--- src/rtl/capi_get_sched_pkg.sv ---
// Shared constants and types for the get-data read-stream scheduler.
package capi_get_sched_pkg;

    localparam int unsigned LINE_BYTES = 128;
    localparam int unsigned LINE_OFF_W = 7;

    typedef enum logic {
        IDLE = 1'b0,
        XFER = 1'b1
    } state_t;

endpackage

--- src/rtl/capi_rr_arb.sv ---
// Round-robin arbiter: one-hot grant to the first request at or after the
// pointer; the pointer advances to grant+1 whenever a grant is issued.
module capi_rr_arb #(
    parameter int unsigned n_req = 4,
    parameter int unsigned ptr_w = 2
) (
    input  logic             clk,
    input  logic             reset,
    input  logic [n_req-1:0] i_req,
    input  logic             i_en,
    output logic [n_req-1:0] o_gnt,
    output logic             o_gnt_v,
    output logic [ptr_w-1:0] o_gnt_idx
);

    logic [ptr_w-1:0] r_ptr;
    logic             w_found;
    logic [ptr_w-1:0] w_idx;
    int unsigned      w_k;

    // Scan from the pointer, wrapping at n_req, and keep the first hit.
    always_comb begin
        w_found = 1'b0;
        w_idx   = '0;
        w_k     = 0;
        for (int unsigned i = 0; i < n_req; i++) begin
            w_k = 32'(r_ptr) + i;
            if (w_k >= n_req) begin
                w_k = w_k - n_req;
            end
            if (!w_found && i_req[ptr_w'(w_k)]) begin
                w_found = 1'b1;
                w_idx   = ptr_w'(w_k);
            end
        end
    end

    // Grant is only visible while the scheduler allows it.
    always_comb begin
        o_gnt = '0;
        if (w_found && i_en) begin
            o_gnt[w_idx] = 1'b1;
        end
    end

    assign o_gnt_v   = w_found & i_en;
    assign o_gnt_idx = w_idx;

    // Pointer moves past the granted stream.
    always_ff @(posedge clk or negedge reset) begin
        if (!reset) begin
            r_ptr <= '0;
        end else if (o_gnt_v) begin
            r_ptr <= (w_idx == ptr_w'(n_req - 1)) ? '0 : w_idx + ptr_w'(1);
        end
    end

endmodule

--- src/rtl/capi_get_sched.sv ---
// Read-stream scheduler: grants one requester at a time, splits its (ea, len)
// into 128-byte line reads and pairs each consumed get-data tag with one
// command, driving per-tag byte trims and the end-of-stream flag.
// Vector ports carry stream 0 in the MSBs (i_req_v/i_req_r bit n_req-1).
module capi_get_sched
    import capi_get_sched_pkg::*;
#(
    parameter int unsigned n_req         = 4,
    parameter int unsigned sid_width     = 2,
    parameter int unsigned ea_width      = 64,
    parameter int unsigned len_width     = 16,
    parameter int unsigned lcl_tag_width = 4
) (
    input  logic                           clk,
    input  logic                           reset,
    input  logic [n_req-1:0]               i_req_v,
    output logic [n_req-1:0]               i_req_r,
    input  logic [n_req*ea_width-1:0]      i_req_ea,
    input  logic [n_req*len_width-1:0]     i_req_len,
    input  logic                           i_tag_v,
    output logic                           o_tag_r,
    input  logic [lcl_tag_width-1:0]       i_tag_d,
    output logic                           o_tag_e,
    output logic [LINE_OFF_W-1:0]          o_tag_ea_lsb,
    output logic [LINE_OFF_W-1:0]          o_tag_ea_lsb_nxt,
    output logic                           o_cmd_v,
    input  logic                           i_cmd_r,
    output logic [lcl_tag_width-1:0]       o_cmd_tag,
    output logic [ea_width-1:0]            o_cmd_ea,
    output logic [sid_width-1:0]           o_cmd_sid,
    input  logic                           i_disable,
    output logic                           o_busy
);

    localparam int unsigned LINE_W = ea_width - LINE_OFF_W;

    state_t                   r_state;
    state_t                   w_state_nxt;
    logic [ea_width-1:0]      r_cur;
    logic [ea_width-1:0]      r_end;
    logic [sid_width-1:0]     r_sid;
    logic                     r_cmd_v;
    logic [lcl_tag_width-1:0] r_cmd_tag;
    logic [ea_width-1:0]      r_cmd_ea;
    logic [sid_width-1:0]     r_cmd_sid;

    logic [n_req-1:0]         w_req;
    logic [n_req-1:0]         w_gnt;
    logic                     w_gnt_v;
    logic [sid_width-1:0]     w_gnt_idx;
    logic                     w_gnt_en;
    logic [ea_width-1:0]      w_sel_ea;
    logic [len_width-1:0]     w_sel_len;
    logic                     w_xfer;
    logic [LINE_W-1:0]        w_end_line;
    logic                     w_last;
    logic                     w_tag_act;

    assign w_gnt_en = (r_state == IDLE) && !i_disable;

    capi_rr_arb #(
        .n_req (n_req),
        .ptr_w (sid_width)
    ) u_arb (
        .clk       (clk),
        .reset     (reset),
        .i_req     (w_req),
        .i_en      (w_gnt_en),
        .o_gnt     (w_gnt),
        .o_gnt_v   (w_gnt_v),
        .o_gnt_idx (w_gnt_idx)
    );

    // Map MSB-first stream vectors to the arbiter and select the granted request.
    always_comb begin
        w_req     = '0;
        i_req_r   = '0;
        w_sel_ea  = '0;
        w_sel_len = '0;
        for (int unsigned k = 0; k < n_req; k++) begin
            w_req[k]             = i_req_v[n_req-1-k];
            i_req_r[n_req-1-k]   = w_gnt[k];
            if (w_gnt_idx == sid_width'(k)) begin
                w_sel_ea  = i_req_ea[(n_req-1-k)*ea_width +: ea_width];
                w_sel_len = i_req_len[(n_req-1-k)*len_width +: len_width];
            end
        end
    end

    // Line holding byte end-1: end's line, minus one when end is line-aligned.
    assign w_end_line = r_end[ea_width-1:LINE_OFF_W]
                      - LINE_W'(r_end[LINE_OFF_W-1:0] == '0);

    assign w_xfer           = (r_state == XFER);
    assign w_last           = w_xfer && (r_cur[ea_width-1:LINE_OFF_W] == w_end_line);
    assign o_tag_r          = w_xfer && (!r_cmd_v || i_cmd_r);
    assign w_tag_act        = i_tag_v && o_tag_r;
    assign o_tag_e          = w_last;
    assign o_tag_ea_lsb     = w_xfer ? r_cur[LINE_OFF_W-1:0] : '0;
    assign o_tag_ea_lsb_nxt = w_last ? r_end[LINE_OFF_W-1:0] : '0;

    assign o_cmd_v   = r_cmd_v;
    assign o_cmd_tag = r_cmd_tag;
    assign o_cmd_ea  = r_cmd_ea;
    assign o_cmd_sid = r_cmd_sid;
    assign o_busy    = w_xfer || r_cmd_v;

    // State register.
    always_ff @(posedge clk or negedge reset) begin
        if (!reset) begin
            r_state <= IDLE;
        end else begin
            r_state <= w_state_nxt;
        end
    end

    // Next state: zero-length grants are dropped; the last tag ends the stream.
    always_comb begin
        w_state_nxt = r_state;
        case (r_state)
            IDLE: begin
                if (w_gnt_v && (w_sel_len != '0)) begin
                    w_state_nxt = XFER;
                end
            end
            XFER: begin
                if (w_tag_act && w_last) begin
                    w_state_nxt = IDLE;
                end
            end
            default: w_state_nxt = IDLE;
        endcase
    end

    // Stream window: latched on grant, cursor walks line by line on each tag.
    always_ff @(posedge clk or negedge reset) begin
        if (!reset) begin
            r_cur <= '0;
            r_end <= '0;
            r_sid <= '0;
        end else if (w_gnt_v) begin
            r_cur <= w_sel_ea;
            r_end <= w_sel_ea + ea_width'(w_sel_len);
            r_sid <= w_gnt_idx;
        end else if (w_tag_act) begin
            r_cur <= {r_cur[ea_width-1:LINE_OFF_W] + LINE_W'(1), {LINE_OFF_W{1'b0}}};
        end
    end

    // Command register: loaded per consumed tag, cleared when accepted.
    always_ff @(posedge clk or negedge reset) begin
        if (!reset) begin
            r_cmd_v   <= 1'b0;
            r_cmd_tag <= '0;
            r_cmd_ea  <= '0;
            r_cmd_sid <= '0;
        end else if (w_tag_act) begin
            r_cmd_v   <= 1'b1;
            r_cmd_tag <= i_tag_d;
            r_cmd_ea  <= {r_cur[ea_width-1:LINE_OFF_W], {LINE_OFF_W{1'b0}}};
            r_cmd_sid <= r_sid;
        end else if (i_cmd_r) begin
            r_cmd_v   <= 1'b0;
        end
    end

endmodule

--- config.mk ---
export PLATFORM = sky130hd
export DESIGN_NAME = capi_get_sched
export DESIGN_NICKNAME = d
export VERILOG_FILES = /design/src/rtl/capi_get_sched_pkg.sv /design/src/rtl/capi_rr_arb.sv /design/src/rtl/capi_get_sched.sv
export SDC_FILE = /design/constraint.sdc
export NUM_CORES = 1
export LEC_CHECK = 0
export CELL_PAD_IN_SITES_DETAIL_PLACEMENT = 1
export CELL_PAD_IN_SITES_GLOBAL_PLACEMENT = 2
export CORE_MARGIN = 5
export CORE_UTILIZATION = 25
export CTS_CLUSTER_SIZE = 14
export DETAILED_ROUTE_END_ITERATION = 8
export PLACE_DENSITY = 0.86
export SYNTH_ARGS = -nofsm -noshare
export SYNTH_HDL_FRONTEND = slang
export SYNTH_SLANG_ARGS = --single-unit
--- constraint.sdc ---
create_clock -name clk -period 5.8 [get_ports clk]
set_input_delay 0.87 -clock clk [delete_from_list [all_inputs] [get_ports clk]]
set_output_delay 0.87 -clock clk [all_outputs]
set_load 0.1 [all_outputs]
==> results.json, run 1 <==
{
  "drt_iter0_drc": 1354,
  "avgViaCountPerCell": 5.24,
  "routed_wl_um": 78900,
  "cp-end-kind": "primary output",
  "status": "complete, but fails checks",
  "crit_fanout": 8,
  "first_pass_iters": 5,
  "slowest_stage": "or4_4",
  "syn_area_per_cell_um2": 7.40,
  "portBuffers": 417,
  "critPathMaxStageDelay_ns": 0.55,
  "p_clk_share_pct": 9.3,
  "ys_types": 81,
  "final.period_utilization_pct": 103,
  "vias": 17654,
  "crit_required_ns": 4.93,
  "ys_seq_elements": 197,
  "die_area_mm2": 0.0671,
  "rows": 91,
  "finalSetupTns_ns": -1.40,
  "synth-edff-count": 0,
  "ys_warn_count": 0,
  "multi_input_area_mm2": 0.0101,
  "path_clk_slew_ns": 0.08,
  "crit_type": "flip-flop to primary output",
  "post_cts_buffers": 0,
  "combPwrFrac_pct": 68.4,
  "hp-class": "input port to asynchronous set/reset pin",
  "route.detailed.drc": 0,
  "fmax_mhz": 167,
  "hold_slack_ns": 0.462,
  "pin_count": 425,
  "wire_per_inst_um": 23.4,
  "grt_pass1_wl_um": 118000,
  "finalClockSkew_ns": 0.0143,
  "power_switching_share_pct": 55.7,
  "final_layout_size_suffix_gt1_share_pct": 10.4,
  "netlist_instances": 2094,
  "cts_buffer_depth": 2,
  "dieWidth_um": 259,
  "maxSlewViolCount": 0,
  "initial_core_util_pct": 25.2,
  "fin_crit_ns": 6.00,
  "leakage_nw": 8.93,
  "layout_commonest_cell": "nand2_1",
  "peakVddDrop_mv": 0.233,
  "worstMarginPinSlew_ns": 1.08,
  "violations": "negative setup slack",
  "antenna_found_initial": 7,
  "seq_area_frac_synth_pct": 31.8,
  "grt_overflow": 0,
  "syn_area_mm2": 0.0155,
  "grt_pass1_vias": 18367,
  "relSlewSlack_pct": 27.9,
  "regArea_mm2": 0.00493,
  "gp_congestion": 0.976,
  "timing.max_cap.violations": 0,
  "rsz0062_at_grt": "true",
  "power.density_mw_per_mm2": 567,
  "synthArstFlopShare_pct": 100,
  "numCtsBuffers": 17,
  "grt_usage_pct": 22.6,
  "path_buf_inv": 2,
  "cts-root-buf": "clkbuf_16",
  "cts_sinks": 197,
  "final_cell_mix": "448 x nand2_1, 404 x clkdlybuf4s50_1, 217 x o21ai_0, 197 x dfrtp_1, 148 x nor2_1",
  "intPower_w": 0.00555,
  "p_total_w": 0.0125,
  "cts_tree": "yes",
  "synth-main-ff-cell": "dfrtp_1",
  "core-area_mm2": 0.0616,
  "fin_nets": 2870,
  "setup.worst_path.start_class": "flip-flop",
  "antenna_left": 0,
  "syn2layout_area_growth_pct": 42.6,
  "critPathArrivalTime_ns": 5.13,
  "crit_family": "simple AND/OR/NAND/NOR gates",
  "grt_max_degree": 103,
  "path_cells": "or4_4, nor4_4, ha_2, or4b_4, or4_4, or3_4, mux2_4, nor4_4, nand4_1, or4_4, nor4_4, buf_6, and2_2, buf_12",
  "setup_viol": 8,
  "hold_violations": 0,
  "p_seq_share_pct": 22.3,
  "dp_hpwl_um": 64800,
  "p_switching_w": 0.00697,
  "clock_latency_ns": 0.46,
  "htree_levels": 4,
  "fillerInstances": 7484,
  "setup_ws_ns": -0.196,
  "die_h_um": 259
}
## through the flow
| step | worst slack, ns | instances | instance area [um2] | util, % |
|---|---|---|---|---|
| after CTS | -0.286 | 3362 | 22000 | 35.8 |
| after floorplan | -0.469 | 2100 | 15600 | - |
| after detailed placement | -0.500 | 3331 | 21400 | 34.8 |
| final | -0.196 | 3366 | 22100 | 35.9 |
| after global routing | -0.369 | 3365 | 22100 | 35.9 |
| after global placement | -0.223 | 3331 | 21400 | 34.8 |
## sequential cells by signal, indices dropped and copies added (netlist names)
signal and flops:
o_cmd_sid 2, r_state 1, o_cmd_tag 4, o_cmd_ea 57, o_cmd_v 1, r_sid 2, r_end 64, r_cur 64
u_arb.r_ptr 2
## worst register-to-register path, cell delays in order, from the launching register on
cell,delay (ns)
dfrtp_1,0.48
nand2b_1,0.19
a21oi_1,0.20
a211oi_2,0.06
nor2b_2,0.17
inv_1,0.10
ha_2,0.24
buf_12,0.14
buf_4,0.16
nand2_1,0.07
nor2_1,0.08
a21oi_1,0.05
nor2_1,0.17
a21oi_1,0.07
o21ai_0,0.55
ha_1,0.31
nand3_1,0.15
o21bai_1,0.23
a211oi_2,0.31
o21ai_1,0.15
nor4bb_2,0.39
buf_4,0.23
nand3_1,0.12
xnor2_1,0.21
o21ai_0,0.10
## path summary, 6_finish.rpt
| check | start | end | slack, ns | depth (start not counted) |
|---|---|---|---|---|
| max in group asynchronous | reset | r_end[11] | 4.27 | 2 |
| worst max-delay path | r_end[3] | o_tag_ea_lsb_nxt[5] | -0.20 | 14 |
| min in group clk | o_cmd_ea[60] | o_cmd_ea[60] | 0.48 | 2 |
| worst min-delay path | reset | o_cmd_ea[56] | 0.46 | 1 |
| worst max register to register | u_arb.r_ptr[1] | r_end[60] | 0.71 | 24 |
| worst min register to register | o_cmd_ea[60] | o_cmd_ea[60] | 0.48 | 2 |
## kinds of logic (layout without fill, tap and decap cells)
family / Yosys count / after routing / synth area share (%)
compound gates: 551 / 551 / 21.9
fa+ha+maj: 24 / 24 / 1.99
mux: 29 / 29 / 1.96
buf+inv: 184 / 609 / 4.69
xor+xnor: 132 / 132 / 7.46
simple gates: 976 / 976 / 30.2
flops: 197 / 197 / 31.8
other cells: 1 / 11 / 0.0242
## final cells by class
cell class | instances | share of cell area (%)
multi-input cells | 1719 | 45.7
repair buffers | 552 | 24.2
flip-flops and latches | 197 | 22.3
well taps | 837 | 4.74
clock buffers | 20 | 2.07
inverters | 26 | 0.442
clock inverters | 11 | 0.425
diodes | 4 | 0.0453
## layer usage
layer  GRT usage, %  vias to the layer above  wire length, um
li1               -                     8267                -
met1           31.9                     8778            36200
met2           36.4                      537            36500
met3           3.94                       66             4600
met4           5.08                        6             1460
met5              0                        -               41
## synthesized netlist by cell type, types with 16 or more instances
cell / number / area (um2)
nor4_1: 48 / 300
xor2_1: 67 / 587
nor2b_1: 22 / 138
nand4_1: 37 / 231
dfrtp_1: 197 / 4930
a211oi_1: 16 / 120
buf_1: 21 / 78.8
a21oi_1: 133 / 666
nor3_1: 40 / 200
nand3b_1: 23 / 173
ha_1: 23 / 288
mux2i_1: 21 / 210
o211ai_1: 19 / 143
clkbuf_1: 127 / 477
and3_1: 18 / 113
or3_1: 17 / 106
and2_1: 31 / 194
nand2_1: 449 / 1690
a221o_1: 20 / 200
xnor2_1: 65 / 569
nor2_1: 149 / 559
a31oi_1: 23 / 144
nand3_1: 59 / 295
o21ai_0: 221 / 1110
inv_1: 25 / 93.8
## power by group through the flow
| stage | clock network, W | registers, W | logic [W] |
|---|---|---|---|
| after floorplan | 0 | 0.00353 | 0.00422 |
| after CTS | 0.00120 | 0.00277 | 0.00849 |
| after global placement | 0 | 0.00275 | 0.00827 |
| after global routing | 0.00125 | 0.00287 | 0.00915 |
| final | 0.00117 | 0.00280 | 0.00856 |
| after detailed placement | 0 | 0.00279 | 0.00844 |
## timing repair
item                                    4_1_cts  5_1_grt
endpoints found under the setup margin        8       23
hold buffers                                  0        0
pin swaps                                     3        2
gates resized for setup                      11       16
endpoints found under the hold margin         0        0
(Power assumes the default switching activity.)
==> run 2: changes to the inputs <==
Settings changed: CORE_MARGIN 5 to 4, SKIP_LAST_GASP set to 1.
==> run 2 against run 1 <==
The flow still finishes with violations (negative setup slack). Routed wire length shrank 1.5%. Highest routed layer unchanged. Die area is 1.5% lower. Critical path depth is the same. Hold slack worse by 0.018 ns. Largest power group unchanged. Non-clock buffer count is 9 lower.
==> results.json, run 2 (synthesis results as in run 1) <==
{
  "fmax_mhz": 168,
  "worstMarginPinSlew_ns": 1.06,
  "fin_crit_ns": 5.94,
  "crit_required_ns": 4.93,
  "use_met1_pct": 32.2,
  "critPathMaxStageDelay_ns": 0.55,
  "met3_usage_pct": 3.38,
  "power.density_mw_per_mm2": 576,
  "routed_wl_um": 77700,
  "r2r-start": "u_arb.r_ptr[1]",
  "crit_fanout": 8,
  "path_buf_inv": 2,
  "finalClockSkew_ns": 0.0149,
  "relSlewSlack_pct": 28.9,
  "final_cell_mix": "448 x nand2_1, 404 x clkdlybuf4s50_1, 215 x o21ai_0, 197 x dfrtp_1, 148 x nor2_1",
  "hold_slack_ns": 0.444,
  "avgViaCountPerCell": 5.34,
  "syn2layout_area_growth_pct": 42.3,
  "hold_violations": 0,
  "clock_latency_ns": 0.47,
  "grt_max_degree": 116,
  "numCtsBuffers": 17,
  "first_pass_iters": 5,
  "timing.max_cap.violations": 0,
  "core-area_mm2": 0.0615,
  "top_usage_layer": "met2",
  "final.period_utilization_pct": 102,
  "crit_family": "simple AND/OR/NAND/NOR gates",
  "grt_pass1_vias": 18177,
  "vias": 17659,
  "die_area_mm2": 0.0660,
  "pin_count": 425,
  "violations": "negative setup slack",
  "htree_levels": 4,
  "crit_type": "flip-flop to primary output",
  "grt_pass1_wl_um": 116000,
  "route.detailed.drc": 0,
  "status": "complete, but fails checks",
  "cts_tree": "yes",
  "die_h_um": 257,
  "peakVddDrop_mv": 0.185,
  "grt_overflow": 0,
  "slowest_stage": "or4_4",
  "fin_nets": 2861,
  "dp_hpwl_um": 63200,
  "antenna_left": 0,
  "grt_usage_pct": 22.7,
  "path_cells": "or4_4, nor4_4, ha_2, or4b_4, or4_4, or3_4, mux2_4, nor4_4, nand4_1, or4_4, nor4_4, buf_6, and2_2, buf_12",
  "grtUsageMet2_pct": 36.8,
  "cp-end-kind": "primary output",
  "setup.worst_path.start_class": "flip-flop",
  "rows": 91,
  "layout_commonest_cell": "nand2_1",
  "portBuffers": 417,
  "cts_buffer_depth": 2,
  "startpoint": "r_end[3]",
  "setup_viol": 8,
  "critPathArrivalTime_ns": 5.07,
  "leakage_nw": 8.91,
  "hp-class": "input port to asynchronous set/reset pin",
  "final_layout_size_suffix_gt1_share_pct": 9.81,
  "initial_core_util_pct": 25.2,
  "cts-root-buf": "clkbuf_16",
  "drt_iter0_drc": 1236,
  "wire_per_inst_um": 23.5,
  "cts_sinks": 197,
  "final_util_pct": 35.9,
  "setup_ws_ns": -0.142,
  "antenna_found_initial": 2,
  "cts_hold_buffers": 0,
  "gp_congestion": 0.968,
  "path_clk_slew_ns": 0.07,
  "dieWidth_um": 257,
  "rsz0062_at_grt": "true",
  "maxSlewViolCount": 0
}
## run 2: cell types whose count changed in the layout (fill, tap and decap cells not counted), moves of 2 or more
cell / before / now
buf_12: 15 / 17
o21ai_0: 217 / 215
buf_16: 0 / 2
buf_4: 131 / 116
diode_2: 4 / 1
nor4_4: 5 / 3
bufinv_16: 0 / 3
inv_8: 2 / 0
## run 2: timing repair
action | CTS | global route
resized for setup | 7 | 16
gates cloned | 0 | 1
pin swaps | 1 | 4
buffers inserted | 0 | 0
endpoints found under the setup margin | 8 | 28
## run 2: worst paths after layout
| kind | to | slack, ns | depth (start not counted) |
|---|---|---|---|
| worst max-delay path | o_tag_ea_lsb_nxt[4] | -0.14 | 14 |
| worst min-delay path | o_cmd_ea[48] | 0.44 | 1 |
| worst max register to register | r_end[52] | 0.75 | 24 |
| worst min register to register | o_cmd_ea[23] | 0.48 | 2 |
| max in group asynchronous | r_end[12] | 4.31 | 2 |
| min in group clk | o_cmd_ea[23] | 0.48 | 2 |
## run 2: routing by layer
metal,up-vias,share of wire (%),wire length (um)
met3,54,5.2,4020
met5,-,0.017,13
met2,530,47,36200
li1,8263,-,-
met1,8810,47,36300
met4,2,1.5,1170
## run 2: stage by stage
step | instances | TNS (ns) | power (W) | instance area [um2] | worst slack (ns)
global route | 3307 | -2.32 | 0.0135 | 22100 | -0.304
CTS | 3306 | -1.12 | 0.0126 | 22000 | -0.158
global placement | 3274 | -1.07 | 0.0111 | 21300 | -0.167
finish | 3308 | -0.992 | 0.0127 | 22100 | -0.142
detailed placement | 3274 | -5.94 | 0.0113 | 21300 | -0.364
floorplan | 2100 | -3.07 | 0.00774 | 15600 | -0.469
## run 2: power by group
part           internal (W)  switching [W]  leakage, nW
combinational       0.00308        0.00553         6.05
sequential          0.00190       0.000911         2.57
clock              0.000706       0.000580        0.293
## run 2: final cells by class
cell class	count	area, um2
Antenna cell	1	2.50
Clock buffer	19	453
Multi-Input combinational cell	1719	10100
Timing Repair Buffer	543	5370
Clock inverter	13	169
Sequential cell	197	4930
Tap cell	790	988
Fill cell	7470	39400
Inverter	26	97.6
## run 2: worst register-to-register path, stage by stage (launching register included)
cell,delay [ns]
dfrtp_1,0.48
nand2b_1,0.19
a21oi_1,0.19
a211oi_2,0.07
nor2b_1,0.16
inv_1,0.14
ha_2,0.23
nor2b_2,0.27
a221o_1,0.20
o21ai_0,0.07
o21ai_0,0.25
ha_1,0.23
inv_1,0.06
fa_1,0.41
nor2b_1,0.18
o211a_1,0.17
o21ai_0,0.10
a211oi_1,0.23
buf_4,0.16
o21ai_0,0.12
nor4bb_1,0.34
buf_4,0.23
nand4_1,0.14
xor2_1,0.18
o21ai_0,0.16
==> variant, RTL diff (config.mk and constraints of run 1) <==
Register the input `i_req_ea` before use, cleared by the reset. The logic sees it one clock later. The other inputs are not delayed to match.
--- a/src/rtl/capi_get_sched.sv
+++ b/src/rtl/capi_get_sched.sv
@@ -34,4 +34,14 @@
 
     localparam int unsigned LINE_W = ea_width - LINE_OFF_W;
+
+    logic [n_req*ea_width-1:0] i_req_ea_q;
+
+    always_ff @(posedge clk or negedge reset) begin
+        if (!reset) begin
+            i_req_ea_q <= '0;
+        end else begin
+            i_req_ea_q <= i_req_ea;
+        end
+    end
 
     state_t                   r_state;
@@ -82,5 +92,5 @@
             i_req_r[n_req-1-k]   = w_gnt[k];
             if (w_gnt_idx == sid_width'(k)) begin
-                w_sel_ea  = i_req_ea[(n_req-1-k)*ea_width +: ea_width];
+                w_sel_ea  = i_req_ea_q[(n_req-1-k)*ea_width +: ea_width];
                 w_sel_len = i_req_len[(n_req-1-k)*len_width +: len_width];
             end
Behaviour: not the same (Yosys sat finds a counterexample within 4 cycles, from zero or initial values and one cycle with reset low).
==> variant against run 1 <==
  * The run still ends with setup timing left
  * Sequential share of layout area up 14 points
  * Wire length grew 25%
  * Power rose by 36%
  * Synthesized area grew 45%
  * Design area increased by 41%
  * Combinational power rose by 3.4%
  * Worst setup slack lost 0.0082 ns
  * Sequential cell count grew 256
  * Highest routed layer unchanged
==> variant: results (changes against run 1) <==
# setup viols final -> 8 (unchanged)
Starting DRT DRC Count -> 1,448 (+6.9%)
Sequential share of the synthesized area -> 50.3% (+18 points)
Nets -> 3,232 (+13%)
Fin worst setup slack -> -0.204 ns (-0.00818 ns)
Worst r2r path cells -> 17 (-29%)
Synth top area cells -> dfrtp_1, nand2_1, o21ai_0
P_comb -> 8850 µW (+3.4%)
Post-synth top area share -> 50.3% (+18 points)
CTS Buf Count -> 53 (+36)
DP Wirelength -> 75.4 mm (+16%)
H-tree depth -> 2 (-2)
Antenna violations before repair -> 13 (+6)
Layout cells sized above 1 -> 11.8% (+1.4 points)
Status -> finished with violations
Reg-to-reg critical path endpoint -> r_end[52]
Vias in the first global route -> 22,000 (+20%)
Largest net degree at the start of global routing -> 159 (+54%)
Fraction of the mapped netlist area in adder cells -> 1.37% (-0.62 points)
Setup_tns -> -1.41 ns (-0.00531 ns)
Placer Congestion -> 0.913 (-6.4%)
CTS Buffer Depth -> 3 (+1)
Failing checks -> setup timing
Reg2reg setup slack -> 0.67 ns (-0.04 ns)
Global-route usage over all layers -> 19.7% (-3.0 points)
Top cells by count, synth -> dfrtp_1, nand2_1, o21ai_0
Pleak -> 0.0130 µW (+45%)
Wire length on met2 -> 48.7 mm (+33%)
==> variant: cell types whose count changed after synthesis, sizes merged, moves of 11 or more <==
cell,delta
a21o,+16
and3b,+11
dfrtp,+256
inv,+13
nand2,-17
nor2,-16
o21a,+11
o21ai,-46
o221ai,+11
o31ai,+14
xor2,-34
==> variant: repair_timing <==
item	in CTS	in global routing
setup endpoints to repair	8	19
pin swaps	18	16
hold endpoints to repair	0	0
hold buffers	0	0
setup buffers	7	7
resized for setup	43	16
==> variant: final cells by class <==
| class | instances | area share (%) |
|---|---|---|
| Clock buffer | 67 | 4.60 |
| Timing Repair Buffer | 570 | 18.0 |
| Sequential cell | 453 | 36.3 |
| Inverter | 39 | 0.468 |
| Antenna cell | 13 | 0.104 |
| Clock inverter | 27 | 1.01 |
| Tap cell | 1176 | 4.71 |
| Multi-Input combinational cell | 1758 | 34.9 |
==> variant: critical path, cell delays in order (launching register included) <==
cell and delay [ns]:
dfrtp_1 0.38, or4_4 0.55, nor4_4 0.16, buf_4 0.16, ha_4 0.16, buf_6 0.11
nor2b_4 0.15, buf_6 0.11, nand4_1 0.22, nor4_4 0.42, xnor2_2 0.13, a2111o_1 0.36
a2111o_1 0.40, or4b_4 0.59, buf_12 0.18, nor3b_4 0.25, buf_12 0.21
==> variant: stage by stage <==
step	power, µW	area, µm²	worst slack (ns)	hold WS, ns
floorplan	9790	22700	-0.295	0.439
global placement	13200	29000	-0.280	0.459
detailed placement	13300	29000	-0.327	0.463
CTS	17000	31100	-0.328	0.211
global route	17900	31200	-0.361	0.224
finish	17000	31200	-0.204	0.196
==> variant: kinds of logic (layout without fill, tap and decap cells) <==
family          after synthesis  in the layout
flops                       453            453
buf+inv                     206            703
fa+ha+maj                    24             24
simple gates                994            994
other cells                   1             20
compound gates              604            604
mux                          23             23
xor+xnor                    106            106
